===== config.mk =====
export PLATFORM = sky130hd
export DESIGN_NAME = point_delta_unit
export DESIGN_NICKNAME = d
export VERILOG_FILES = /design/src/rtl/point_delta_unit.sv
export SDC_FILE = /design/constraint.sdc
export NUM_CORES = 1
export LEC_CHECK = 0
export BUFFER_PORTS_ARGS = -buffer_cell sky130_fd_sc_hd__buf_2
export CORE_MARGIN = 5
export CORE_UTILIZATION = 59
export DETAILED_ROUTE_END_ITERATION = 10
export GPL_TIMING_DRIVEN = 0
export PLACE_DENSITY_LB_ADDON = 0.08
export SLEW_MARGIN = 25
export SYNTH_ARGS = -nofsm -noshare
export SYNTH_HDL_FRONTEND = slang
export SYNTH_SLANG_ARGS = --single-unit

===== constraint.sdc =====
create_clock -name clk -period 2.5 [get_ports clk]
set_input_delay 0 -clock clk [delete_from_list [all_inputs] [get_ports clk]]
set_output_delay 0 -clock clk [all_outputs]
set_load 0.05 [all_outputs]

===== src/rtl/point_delta_unit.sv =====
// Anchor-based point differencer: emits |dx|,|dy| between consecutive accepted
// points through a small circular FIFO for the downstream magnitude stage.
module point_delta_unit #(
   parameter int WIDTH     = 8,
   parameter int DEPTH     = 4,
   parameter bit SKIP_ZERO = 1'b0
) (
   input  logic                     clk,
   input  logic                     rst,
   input  logic                     clear,
   input  logic [WIDTH-1:0]         pt_x,
   input  logic [WIDTH-1:0]         pt_y,
   input  logic                     pt_valid,
   output logic                     pt_ready,
   output logic [WIDTH-1:0]         d_x,
   output logic [WIDTH-1:0]         d_y,
   output logic                     d_valid,
   input  logic                     d_ready,
   output logic [15:0]              pair_count,
   output logic [$clog2(DEPTH):0]   fifo_level
);
   localparam int AW = $clog2(DEPTH);

   typedef enum logic {NO_ANCHOR, ARMED} state_t;

   state_t               state_q, state_d;
   logic [WIDTH-1:0]     ax_q, ax_d, ay_q, ay_d;
   logic [AW-1:0]        wr_ptr_q, wr_ptr_d, rd_ptr_q, rd_ptr_d;
   logic [AW:0]          level_q, level_d;
   logic [15:0]          pair_count_q, pair_count_d;
   logic [2*WIDTH-1:0]   mem_q [DEPTH];
   logic [2*WIDTH-1:0]   mem_d [DEPTH];

   logic                 full, in_xfer, out_xfer, push;
   logic [WIDTH-1:0]     dx, dy;

   always_comb begin
      full     = (level_q == (AW+1)'(DEPTH));
      pt_ready = (state_q == NO_ANCHOR) || !full;
      d_valid  = (level_q != '0);
      in_xfer  = pt_valid && pt_ready;
      out_xfer = d_valid && d_ready;

      dx = (pt_x >= ax_q) ? pt_x - ax_q : ax_q - pt_x;
      dy = (pt_y >= ay_q) ? pt_y - ay_q : ay_q - pt_y;

      // clear suppresses the push but the point still becomes the new anchor
      push = in_xfer && (state_q == ARMED) && !clear &&
             !(SKIP_ZERO && (dx == '0) && (dy == '0));

      state_d = state_q;
      ax_d    = ax_q;
      ay_d    = ay_q;
      if (in_xfer) begin
         state_d = ARMED;
         ax_d    = pt_x;
         ay_d    = pt_y;
      end else if (clear) begin
         state_d = NO_ANCHOR;
      end

      mem_d    = mem_q;
      wr_ptr_d = wr_ptr_q;
      rd_ptr_d = rd_ptr_q;
      if (push) begin
         mem_d[wr_ptr_q] = {dx, dy};
         wr_ptr_d        = wr_ptr_q + AW'(1);
      end
      if (out_xfer) begin
         rd_ptr_d = rd_ptr_q + AW'(1);
      end

      level_d = level_q;
      if (push && !out_xfer) begin
         level_d = level_q + (AW+1)'(1);
      end else if (!push && out_xfer) begin
         level_d = level_q - (AW+1)'(1);
      end

      pair_count_d = pair_count_q;
      if (push && (pair_count_q != '1)) begin
         pair_count_d = pair_count_q + 16'd1;
      end

      d_x        = d_valid ? mem_q[rd_ptr_q][2*WIDTH-1:WIDTH] : '0;
      d_y        = d_valid ? mem_q[rd_ptr_q][WIDTH-1:0]       : '0;
      pair_count = pair_count_q;
      fifo_level = level_q;
   end

   always_ff @(posedge clk) begin
      if (rst) begin
         state_q      <= NO_ANCHOR;
         ax_q         <= '0;
         ay_q         <= '0;
         wr_ptr_q     <= '0;
         rd_ptr_q     <= '0;
         level_q      <= '0;
         pair_count_q <= '0;
      end else begin
         state_q      <= state_d;
         ax_q         <= ax_d;
         ay_q         <= ay_d;
         wr_ptr_q     <= wr_ptr_d;
         rd_ptr_q     <= rd_ptr_d;
         level_q      <= level_d;
         pair_count_q <= pair_count_d;
      end
   end

   always_ff @(posedge clk) begin
      mem_q <= mem_d;
   end

endmodule


# == Yosys cells after proc, flatten, opt, wreduce, memory -nomap -nowiden ==
# Index checks and enable logic that the tools add are counted.
# Widths: inputs -> output; s select.
# classes
magnitude_cmp,5
eq_ne,2
shift,0
mul,0
n_mux,14
addsub,9
n_bitwise,3
div_mod_pow,0
reduce_logical,16
# ops
op,count
$bwmux 64,1
$mux 16,3
$bmux 16 s2,1
$demux 16 s2,1
$mux 8,4
$sub 8x8->8,4
$add 16x1->16 const B,1
$ge 8x8->1,2
$ne 16x16->1 const B,1
$logic_and 1x1->1,8
$ge 3x3->1 const B,2
$mux 3,2
$not 2->3,2
$add 2x1->2 const B,2
$logic_not 1->1,4
$reduce_bool 2->1,2
$add 3x1->3 const B,1
$eq 3x3->1 const B,1
$lt 3x1->1 const B,1
$reduce_bool 3->1,1
$sub 3x1->3 const B,1
$mux 1,2
$logic_or 1x1->1,1
$not 1->1,1
# totals
latch_bits,0
mem_bits_rw,0
out_inout_bits,37
memories,0
inputBits,21
rom_bits,0
register_bits,104
word_cells,60

# == Logic depth before layout (Yosys ltp) ==
# logic_depth
ltp_word,10
mapped_depth,10
ltp_nobuf,8

# == Least setup slack after synthesis ==
# No wires, ideal clock.
# synth_timing
kind,reg2reg
start,register level_q[0] (netlist: fifo_level[0])
end,register level_q[2] (netlist: fifo_level[2])
arrival_ps,2612
path_buffers,1
path_stages_with_launch,10
synth_period_minus_slack_ps,2682
setup_slack_ps,-182
t_required_ps,2430
setup_ps,70
cell_sequence,dfxtp_1 > nor3b_1 > nor2_1 > buf_2 > ha_1 > inv_1 > fa_1 > xor2_1 > or3_1 > a21oi_1
# synth_between
elab_chain_cells,9
word_cells_on_any_way,17
classes_between,2 x add/sub; 1 x eq/ne; 2 x mux; 12 x reduce/logical
# synth_rtl
item,line_no,text
"start, declared",29,"logic [AW:0] level_q, level_d;"
"start signal, assigned",106,level_q <= level_d;
$eq 3x3->1 *,38,full = (level_q == (AW+1)'(DEPTH));
$logic_not 1->1 *,39,pt_ready = (state_q == NO_ANCHOR) || !full;
$logic_or 1x1->1 *,39,
$logic_and 1x1->1 *,41,in_xfer = pt_valid && pt_ready;
$logic_and 1x1->1 * (2 in series),48,push = in_xfer && (state_q == ARMED) && !clear &&
named net push,34,"logic full, in_xfer, out_xfer, push;"
$logic_not 1->1,76,end else if (!push && out_xfer) begin
$logic_and 1x1->1,76,
$reduce_bool 2->1 (no source line),-,
# The timed path passes the listed nets; every way through them passes the cells marked *. The select of a mux whose other input is x is not followed.
# A chain may end at the register's enable or synchronous reset.

# == Worst setup path in the final report ==
# layout_timing
start,register ax_q[0]
end,"register mem_q[60] (netlist name), data pin"
# layout_between
elab_chain_cells,3
word_cells_on_any_way,5
classes_between,2 x add/sub; 1 x order compare; 2 x mux
# layout_rtl
item,line_no,text
"start, declared",27,"logic [WIDTH-1:0] ax_q, ax_d, ay_q, ay_d;"
"start signal, assigned",94,ax_q <= '0;
"start signal, assigned",102,ax_q <= ax_d;
$sub 8x8->8 / $ge 8x8->1 (equally long branches),44,dx = (pt_x >= ax_q) ? pt_x - ax_q : ax_q - pt_x;
$mux 8 *,44,
named net dx[4],35,"logic [WIDTH-1:0] dx, dy;"
$bwmux 64 *,66,"mem_d[wr_ptr_q] = {dx, dy};"
"end signal, assigned",112,mem_q <= mem_d;
"end, declared",31,logic [2*WIDTH-1:0] mem_q [DEPTH];
# The timed path passes the listed nets; every way through them passes the cells marked *.

==> run_results.csv <==
group,metric,value,unit
place,dp_cells,651,
finish,drive_gt1_frac,0.205,
drt,routed_via_density,5.53,
finish,num_antenna_cells,0,
drt,ant_nets,0,
timing,slew_viol_final,0,
drt,drc,0,
worst_setup_path,cp-end-kind,"flip-flop",
clock_tree,clock-root-buffer,"clkbuf_8",
die,start_util,0.600,
drt,wl,11000,um
global_route,overflow,0,
synthesis,ys_ff_latch,104,
finish,stdcell_area,0.00648,mm^2
clock_tree,clk_latency,0.36,ns
synthesis,avgSynthCellArea,11.4,um^2
worst_setup_path,timing.critical_path.fanout_max,6,
clock_tree,cts_sinks,104,
clock_tree,cts_htree_levels,3,
worst_setup_path,crit_chain,"ha_1 > fa_1 > nand3b_1 > a31oi_1 > a2111oi_4 > buf_6 > mux2i_1 > xnor2_1",
timing,finalHoldViolations,0,
die,coreArea,0.00920,mm^2
drt,first_pass_iters,4,
worst_setup_path,worstSetupStartpointType,"flip-flop",
synthesis,yosysWarnings,0,
die,die_h,107,um
worst_setup_path,critPathBufInv,1,
drt,drt-wirelength-per-cell,15.8,um
global_route,grt_antenna_before_repair,0,
synthesis,syn-num-nets,547,
die,rows,35,
worst_setup_path,worstPathArrival,2.49,ns
timing,maxSlewHeadroom,0.442,
outcome,status,"finished clean",
place,place_area,0.00594,mm^2
worst_setup_path,slowest_delay,0.39,ns
timing,period_share,0.947,
clock_tree,cts_tree,"built",
timing,finalSetupViolCount,0,
die,io_pins,58,
power,powerDensity,739,mW/mm^2
clock_tree,clockBufferDepth,2,
synthesis,synth_cell_types,38,
synthesis,yosysSeqAreaShare,0.493,
timing,period_minus_slack,2.37,ns
timing,fin_skew,0.0180,ns
place,dp_hpwl,7960,um
drt,via_count,3855,
global_route,grt_max_degree,20,
synthesis,synthTopCellsByArea,"edfxtp_1, dfxtp_1, ha_1",
clock_tree,path_clk_slew,0.11,ns
die,die_area,0.0114,mm^2
worst_setup_path,cp_top_family,"adder cells",
timing,fmax,0.422,GHz
job,cap_violations,0,
worst_hold_path,hp-class,"in2reg",
global_route,grt_pass1_wl,18900,um
power,ir_drop,387,uV
worst_setup_path,worstSetupPathType,"reg2reg",
die,fp.dieW,107,um
synthesis,synth_top_area_frac,0.348,
finish,synthToLayoutAreaGrowth,17.4,%
timing,tightest_slew,0.837,ns
place,port_buffers,55,
finish,nets,643,
power,p_leak,2.57,nW
drt,drtIter0Drc,133,
synthesis,synth_area_leader_cell,"edfxtp_1",
finish,layout.cells.non_filler,697,
synthesis,netlist_instances,485,
global_route,grt_pass1_vias,3862,
worst_setup_path,critPathSlowestCell,"fa_1",
global_route,grt_usage,0.206,
clock_tree,cts_buffers,9,
worst_setup_path,critical_path_required,2.62,ns
synthesis,syn_area,0.00552,mm^2
place,place.gp.congestion,0.883,
cells by family (layout without fill, tap and decap cells):
family / Yosys count / count (layout) / share of synthesized area
AO/OA/AOI/OAI: 62 / 62 / 0.0732
multiplexers: 33 / 33 / 0.0961
AND/OR/NAND/NOR: 157 / 157 / 0.148
XOR/XNOR: 30 / 30 / 0.0476
flip-flops: 104 / 104 / 0.493
buffers and inverters: 58 / 159 / 0.0424
adder cells (fa/ha/maj): 41 / 41 / 0.0997
power by group:
part           internal, mW  leakage [nW]  switching, mW
Sequential             1.96         0.904         0.0533
Combinational         0.594          1.57           1.18
Clock                 0.390        0.0961          0.617
final timing paths:
path	startpoint	to	slack [ns]	cells after the start
min	rst	pair_count[7]$_SDFFE_PP0P_	0.04	2
max reg2reg	ax_q[0]$_SDFFE_PP0P_	mem_q[60]$_DFFE_PP_	0.13	8
min reg2reg	ay_q[7]$_SDFFE_PP0P_	ay_q[7]$_SDFFE_PP0P_	0.48	2
max	ax_q[0]$_SDFFE_PP0P_	mem_q[60]$_DFFE_PP_	0.13	8
per-layer routing:
metal	track usage	wire length, um	vias to the layer above
met2	0.344	5380	82
met4	0.0384	81	0
met3	0.0319	440	8
met1	0.290	5110	1863
met5	0	0	-
li1	-	-	1902
layout make-up:
type	count	area (um^2)
Tap cell	111	139
Fill cell	696	2710
Clock buffer	10	128
Timing Repair Buffer	86	576
Inverter	35	131
Clock inverter	6	62.6
Sequential cell	104	2730
Multi-Input combinational cell	323	2620
Buffer	22	103
what timing repair did:
item,CTS,global route
hold endpoints to repair,18,0
setup endpoints to repair,25,43
gates resized for setup,2,12
pin swaps,2,1
hold buffers,24,0
buffers inserted,5,2
cell usage in the layout (no fill, tap or decap), types with 8 or more instances in the layout:
cell type,count
edfxtp_1,64
buf_2,61
a21oi_1,38
dfxtp_1,38
inv_1,35
ha_1,35
nand2_1,33
nor2_1,29
and2_1,27
nand3_1,25
dlygate4sd3_1,24
xor2_1,20
mux2i_1,17
mux4_2,16
clkbuf_1,13
nand4_1,12
clkbuf_8,9
o21ai_0,8
flip-flops by register name (all words and copies together) (netlist names):
register	count
fifo_level	3
ay_q	8
ax_q	8
mem_q	64
state_q	1
rd_ptr_q	2
pair_count	16
wr_ptr_q	2
worst register-to-register path: cells and delay by family (launching register included):
family                     cells  cell delay [ns]
DFF                            1             0.34
adders and majority gates      2             0.59
xor gates and xnor gates       1             0.36
AOI/OAI and AO/OA              2             0.36
buffers and inverters          1             0.16
muxes                          1             0.13
and+or+nand+nor                1             0.19
metrics by stage:
stage	total power [mW]	setup WS (ns)	setup TNS [ns]	utilization	hold WS, ns
floorplan	3.36	0.0163	0	-	0.147
global placement	3.71	-0.0438	-0.0699	0.646	0.271
detailed placement	3.75	-0.124	-0.756	0.646	0.277
CTS	4.79	0.0128	0	0.698	0.0286
global route	5.06	-0.0159	-0.0159	0.705	0.0477
finish	4.80	0.132	0	0.705	0.0444
cells in the mapped netlist (all sizes together):
cell,number
nand4,12
nand2,35
a211oi,2
fa,5
nand3,25
inv,35
xor2,24
nor3b,2
nor4,1
nor2b,4
and4,3
dfxtp,40
a221oi,2
a21o,2
nand3b,6
mux4,16
and3,3
buf,10
a31oi,4
nor2,30
a21oi,40
ha,36
edfxtp,64
a21boi,2
a2111oi,2
clkbuf,13
and2,27
or3,3
xnor2,6
o21ai,8
nand2b,6
mux2i,17
Note: power is estimated with default switching activity, not from simulation.
